[config.mk]
export PLATFORM = sky130hd
export DESIGN_NAME = ticker_bist_ctrl
export DESIGN_NICKNAME = d
export VERILOG_FILES = /design/src/rtl/ticker_bist_ctrl.sv
export SDC_FILE = /design/constraint.sdc
export NUM_CORES = 1
export LEC_CHECK = 0
export ABC_AREA = 1
export BUFFER_PORTS_ARGS = -buffer_cell sky130_fd_sc_hd__buf_2
export CORE_ASPECT_RATIO = 1.1
export CORE_MARGIN = 2
export CORE_UTILIZATION = 35
export CTS_BUF_LIST = sky130_fd_sc_hd__clkbuf_8 sky130_fd_sc_hd__clkbuf_16
export CTS_CLUSTER_DIAMETER = 60
export CTS_CLUSTER_SIZE = 14
export DETAILED_ROUTE_END_ITERATION = 10
export PLACE_DENSITY = 0.62
export SKIP_CTS_REPAIR_TIMING = 1
export SYNTH_ARGS = -nofsm -noshare
export SYNTH_HDL_FRONTEND = slang
export SYNTH_SLANG_ARGS = --single-unit
[constraint.sdc]
create_clock -name clk -period 1.83 [get_ports clk]
set_clock_uncertainty 0.05 [all_clocks]
set_input_delay 0 -clock clk [delete_from_list [all_inputs] [get_ports clk]]
set_output_delay 0 -clock clk [all_outputs]
set_load 0.01 [all_outputs]
[src/rtl/ticker_bist_ctrl.sv]
// Self-test sequencer for the RGB ticker: a golden run, then a fault-injected run,
// each compressed into a MISR signature; the two signatures are compared at the end.
module ticker_bist_ctrl #(
  parameter int                RUN_CYCLES    = 64,
  parameter int                SETTLE_CYCLES = 4,
  parameter int                SIG_W         = 8,
  parameter logic [SIG_W-1:0]  POLY          = 8'hB8
) (
  input  logic             clk,
  input  logic             rst,
  input  logic             start,
  input  logic [2:0]       ticker_rgb,
  output logic             ticker_rst,
  output logic             fault_en,
  output logic             busy,
  output logic             done,
  output logic             detected,
  output logic [SIG_W-1:0] golden_sig,
  output logic [SIG_W-1:0] faulty_sig
);

  // state | meaning
  // IDLE  | waiting for start; results held
  // RST_G | ticker held in reset, fault off
  // RUN_G | golden run, MISR into golden_sig
  // RST_F | ticker held in reset, fault on
  // RUN_F | faulty run, MISR into faulty_sig
  // CMP   | compare signatures
  // DONE  | one-cycle completion pulse
  typedef enum logic [2:0] {
    IDLE, RST_G, RUN_G, RST_F, RUN_F, CMP, DONE
  } state_t;

  localparam int MAXC = (RUN_CYCLES > SETTLE_CYCLES) ? RUN_CYCLES : SETTLE_CYCLES;
  localparam int CW   = (MAXC > 1) ? $clog2(MAXC) : 1;
  localparam logic [CW-1:0] RUN_LD    = CW'(RUN_CYCLES - 1);
  localparam logic [CW-1:0] SETTLE_LD = CW'(SETTLE_CYCLES - 1);

  state_t          state, state_nxt;
  logic [CW-1:0]   cnt, cnt_ld;
  logic            cnt_zero;
  logic            tr_nxt, fe_nxt, busy_nxt, done_nxt;

  function automatic logic [SIG_W-1:0] misr_step(input logic [SIG_W-1:0] s,
                                                 input logic [2:0]       d);
    logic [SIG_W-1:0] r;
    r = {s[SIG_W-2:0], 1'b0};
    if (s[SIG_W-1]) r = r ^ POLY;
    r = r ^ SIG_W'(d);
    return r;
  endfunction

  assign cnt_zero = (cnt == '0);

  always_comb begin
    state_nxt = state;
    case (state)
      IDLE:    if (start)    state_nxt = RST_G;
      RST_G:   if (cnt_zero) state_nxt = RUN_G;
      RUN_G:   if (cnt_zero) state_nxt = RST_F;
      RST_F:   if (cnt_zero) state_nxt = RUN_F;
      RUN_F:   if (cnt_zero) state_nxt = CMP;
      CMP:                   state_nxt = DONE;
      DONE:                  state_nxt = IDLE;
      default:               state_nxt = IDLE;
    endcase
  end

  // Counter load value and registered outputs both follow the state being entered.
  always_comb begin
    cnt_ld   = '0;
    tr_nxt   = 1'b0;
    fe_nxt   = 1'b0;
    busy_nxt = 1'b0;
    done_nxt = 1'b0;
    case (state_nxt)
      RST_G: begin cnt_ld = SETTLE_LD; tr_nxt = 1'b1; busy_nxt = 1'b1; end
      RUN_G: begin cnt_ld = RUN_LD;    busy_nxt = 1'b1; end
      RST_F: begin cnt_ld = SETTLE_LD; tr_nxt = 1'b1; fe_nxt = 1'b1; busy_nxt = 1'b1; end
      RUN_F: begin cnt_ld = RUN_LD;    fe_nxt = 1'b1; busy_nxt = 1'b1; end
      CMP:   begin fe_nxt = 1'b1; busy_nxt = 1'b1; end
      DONE:  done_nxt = 1'b1;
      default: ;
    endcase
  end

  always_ff @(posedge clk or negedge rst) begin
    if (!rst) begin
      state      <= IDLE;
      cnt        <= '0;
      ticker_rst <= 1'b1;
      fault_en   <= 1'b0;
      busy       <= 1'b0;
      done       <= 1'b0;
    end else begin
      state      <= state_nxt;
      ticker_rst <= tr_nxt;
      fault_en   <= fe_nxt;
      busy       <= busy_nxt;
      done       <= done_nxt;
      if (state_nxt != state) cnt <= cnt_ld;
      else if (!cnt_zero)     cnt <= cnt - 1'b1;
    end
  end

  always_ff @(posedge clk or negedge rst) begin
    if (!rst) begin
      detected   <= 1'b0;
      golden_sig <= '0;
      faulty_sig <= '0;
    end else begin
      if (state == IDLE && start) begin
        detected   <= 1'b0;
        golden_sig <= '0;
        faulty_sig <= '0;
      end
      if (state == RUN_G) golden_sig <= misr_step(golden_sig, ticker_rgb);
      if (state == RUN_F) faulty_sig <= misr_step(faulty_sig, ticker_rgb);
      if (state == CMP)   detected   <= (golden_sig != faulty_sig);
    end
  end

endmodule
==> results.sh <==
export IMPL_die_area_um2=5210
export IMPL_syn_cell_area_um2=1627
export IMPL_io_buffer_count=26
export IMPL_drive_above_1_share_pct=27.12
export IMPL_syn_to_final_growth_pct=25.31
export IMPL_hold_viol_final=0
export IMPL_drv_slew=0
export IMPL_wl_per_cell_um=11.74
export IMPL_hpwl_um=2455
export IMPL_min_period_ns=1.689
export IMPL_postSynthAreaPerCell_um2=8.341
export IMPL_peakVddDrop_mv=0.5615
export IMPL_setup_tns_ns=0
export IMPL_overflow=0
export IMPL_drtAntennaViolNets=0
export IMPL_grt_use_total_pct=14.01
export IMPL_path_cells="inv_2 -> nand3_4 -> nand2_1 -> nand2_1 -> nand2_2 -> a21oi_2 -> nor2_2 -> nand2_1 -> nand3_1 -> nand2_1 -> inv_1"
export IMPL_reg2reg_slack_ns=0.14
export IMPL_cts_buffers=5
export IMPL_ys_warn_count=0
export IMPL_end_kind="register"
export IMPL_die_w_um=69
export IMPL_setup_viol=0
export IMPL_hold_path_startpoint="start"
export IMPL_clock_sinks=30
export IMPL_slowest_stage="dfrtp_1"
export IMPL_synth_distinct_cells=28
export IMPL_cts_tree="built"
export IMPL_worst_slew_pin_slew_ns=0.6746
export IMPL_powerDensity_nw_per_um2=821.6
export IMPL_first_global_vias=1249
export IMPL_cp_startpoint="state[0]$_DFF_PN0_"
export IMPL_wl_um=3429
export IMPL_dp_cells=277
export IMPL_drt_iter0_markers=36
export IMPL_dr_pass1_iters=4
export IMPL_hp_class="in2reg"
export IMPL_p_sw_share_pct=29.51
export IMPL_vias_per_cell=4.818
export IMPL_rr_startpoint="state[0]$_DFF_PN0_"
export IMPL_worstPathArrival_ns=1.82
export IMPL_finalCritPeriodShare_pct=92.30
export IMPL_ioPinCount=27
export IMPL_synth_top_cell_area_share_pct=44.62
export IMPL_slew_headroom_pct=55.03
export IMPL_drv_cap=0
export IMPL_ff2ff_path_depth=11
export IMPL_initial_core_util_pct=35.71
export IMPL_pwr_share_clk_pct=33.1
export IMPL_cts_clk_slew_worst_paths_ns=0.07
export IMPL_critPathBufInv=2
export IMPL_cp_start_kind="register"
export IMPL_die_h_um=75.50
export IMPL_max_stage_delay_ns=0.51
export IMPL_clock_latency_ns=0.28
export IMPL_timing_rr_end="cnt[1]$_DFFE_PN0P_"
export IMPL_crit_type="reg2reg"
export IMPL_rsz0062_at_grt="false"
export IMPL_hold_path_end="state[0]$_DFF_PN0_"
export IMPL_ys_ff_latch=30
export IMPL_grt_antenna_before_repair=0
export IMPL_p_leak_nw=1.031
export IMPL_switching_power_mw=0.4942
export IMPL_yosysTopAreaCell="dfrtp_1"
export IMPL_pwr_share_seq_pct=49.6
export IMPL_cts_buffer_depth=2
export IMPL_fmax_mhz=592.0
export IMPL_fin_cells=292
export IMPL_cp_required_ns=1.96
export IMPL_diodes=0
export IMPL_intPower_mw=1.180
export IMPL_holdPathStages=5
export IMPL_h_tree_depth=2
export IMPL_core_area_um2=4554
export IMPL_nNetsFinal=242
export IMPL_critPathMaxFanout=7
export IMPL_grt_start_max_net_pins=31
export IMPL_status="finished, final reports clean"
export IMPL_ys_seq_area_share_pct=46.23
export IMPL_grt_first_pass_wirelength_um=5671
export IMPL_drc_errors=0
export IMPL_synth_area_leaders="dfrtp_1 45%, nand3_1 7.7%, nand2_1 6.2%, inv_1 5.5%, xnor2_1 5.4%"
export IMPL_synth_fp_nets=202
export IMPL_crit_top_cell="nand2_1"
export IMPL_place_congestion=0.8221
export IMPL_syn_inst=195
export IMPL_num_vias=1407
export IMPL_combPwrFrac_pct=17.3
export IMPL_root_buffer="clkbuf_8"
export IMPL_rows=26
export IMPL_critPathTopFamily="simple AND/OR/NAND/NOR gates"
## stage by stage
step                      util (%)  area [um2]  worst slack [ns]  hold slack [ns]  total power, mW
final                        44.75        2038            0.1409           0.1148            1.675
after global placement       40.52        1846           0.08189          0.02978            1.129
after detailed placement     40.52        1846           0.03926          0.03834            1.137
after floorplan                  -        1627            0.1571          -0.3456            1.019
after CTS                    42.61        1941           0.01608          -0.2773            1.701
after global routing         44.75        2038          0.003675           0.1311            1.782
## registers in the layout (all words and copies together), names as in the netlist
signal      cells
fault_en        1
cnt             6
state           3
detected        1
done            1
busy            1
faulty_sig      8
golden_sig      8
ticker_rst      1
## cell families (layout without fill, tap and decap cells)
logic type	count (synthesis)	in the layout	synth area share (%)
AOI/OAI and AO/OA	29	29	11.23
adders and majority gates	1	1	0.7691
buffers and inverters	32	73	7.615
xor gates and xnor gates	13	13	7.000
DFF	30	30	46.23
and+or+nand+nor	90	90	27.15
## per-layer routing
layer  share of wire (%)  track usage [%]  up-vias
li1                    -                -      725
met1                  46            16.64      647
met2                  48            23.72       29
met3                 4.5            4.497        6
met4                 1.8            6.318        0
met5                   0                0        -
## cell type report
type	count	area [um2]
Inverter	26	97.59
Fill cell	453	2516
Clock inverter	2	12.51
Tap cell	56	70.07
Sequential cell	30	752.0
Clock buffer	6	82.58
Timing Repair Buffer	39	237.7
Multi-Input combinational cell	133	785.8
## layout by cell type (no fill, tap or decap), drive strengths merged, types with 3 or more instances in the layout
master       netlist  layout
buf                2      35
dfrtp             29      29
clkbuf             4       6
inv               26      26
xor2               3       3
nor2              23      23
nand4              6       6
o31ai             10      10
o21ai             10      10
dlygate4sd3        0       4
a21oi              7       7
nand3             30      30
nand2             29      29
xnor2             10      10
## power groups by stage
stage	combinational, mW	sequential (mW)	clock (mW)
2_1_floorplan	0.182	0.837	0
3_3_place_gp	0.286	0.843	0
3_5_place_dp	0.291	0.846	0
4_1_cts	0.292	0.833	0.576
5_1_grt	0.333	0.845	0.604
6_report	0.290	0.831	0.554
## worst min-delay path, cell delays in order
cell	delay [ns]
buf_2	0.09
nand3_2	0.10
nand2_2	0.12
a21oi_2	0.07
inv_1	0.05
## cells in the mapped netlist
cell type / instances
dfrtp_1: 29
nand2_1: 27
nand3_1: 25
inv_1: 24
nor2_1: 19
o31ai_1: 10
xnor2_1: 10
o21ai_0: 8
a21oi_1: 6
nand4_1: 6
clkbuf_1: 4
nand3_2: 4
nor2_2: 4
xor2_1: 3
inv_2: 2
nand2_2: 2
a21boi_0: 1
a21oi_2: 1
buf_1: 1
buf_4: 1
dfstp_2: 1
ha_1: 1
nand3_4: 1
nor3_1: 1
o211ai_1: 1
o21ai_1: 1
o21ai_2: 1
or2_1: 1
## worst max-delay path by stage
stage | end | slack, ns | cells past startpoint
3_3_place_gp | cnt[1]$_DFFE_PN0P_ | 0.08 | 10
6_report | cnt[1]$_DFFE_PN0P_ | 0.14 | 11
2_1_floorplan | cnt[1]$_DFFE_PN0P_ | 0.16 | 10
3_5_place_dp | cnt[1]$_DFFE_PN0P_ | 0.04 | 11
5_1_grt | cnt[1]$_DFFE_PN0P_ | 0.004 | 11
4_1_cts | cnt[1]$_DFFE_PN0P_ | 0.02 | 11
(Power assumes the default switching activity.)
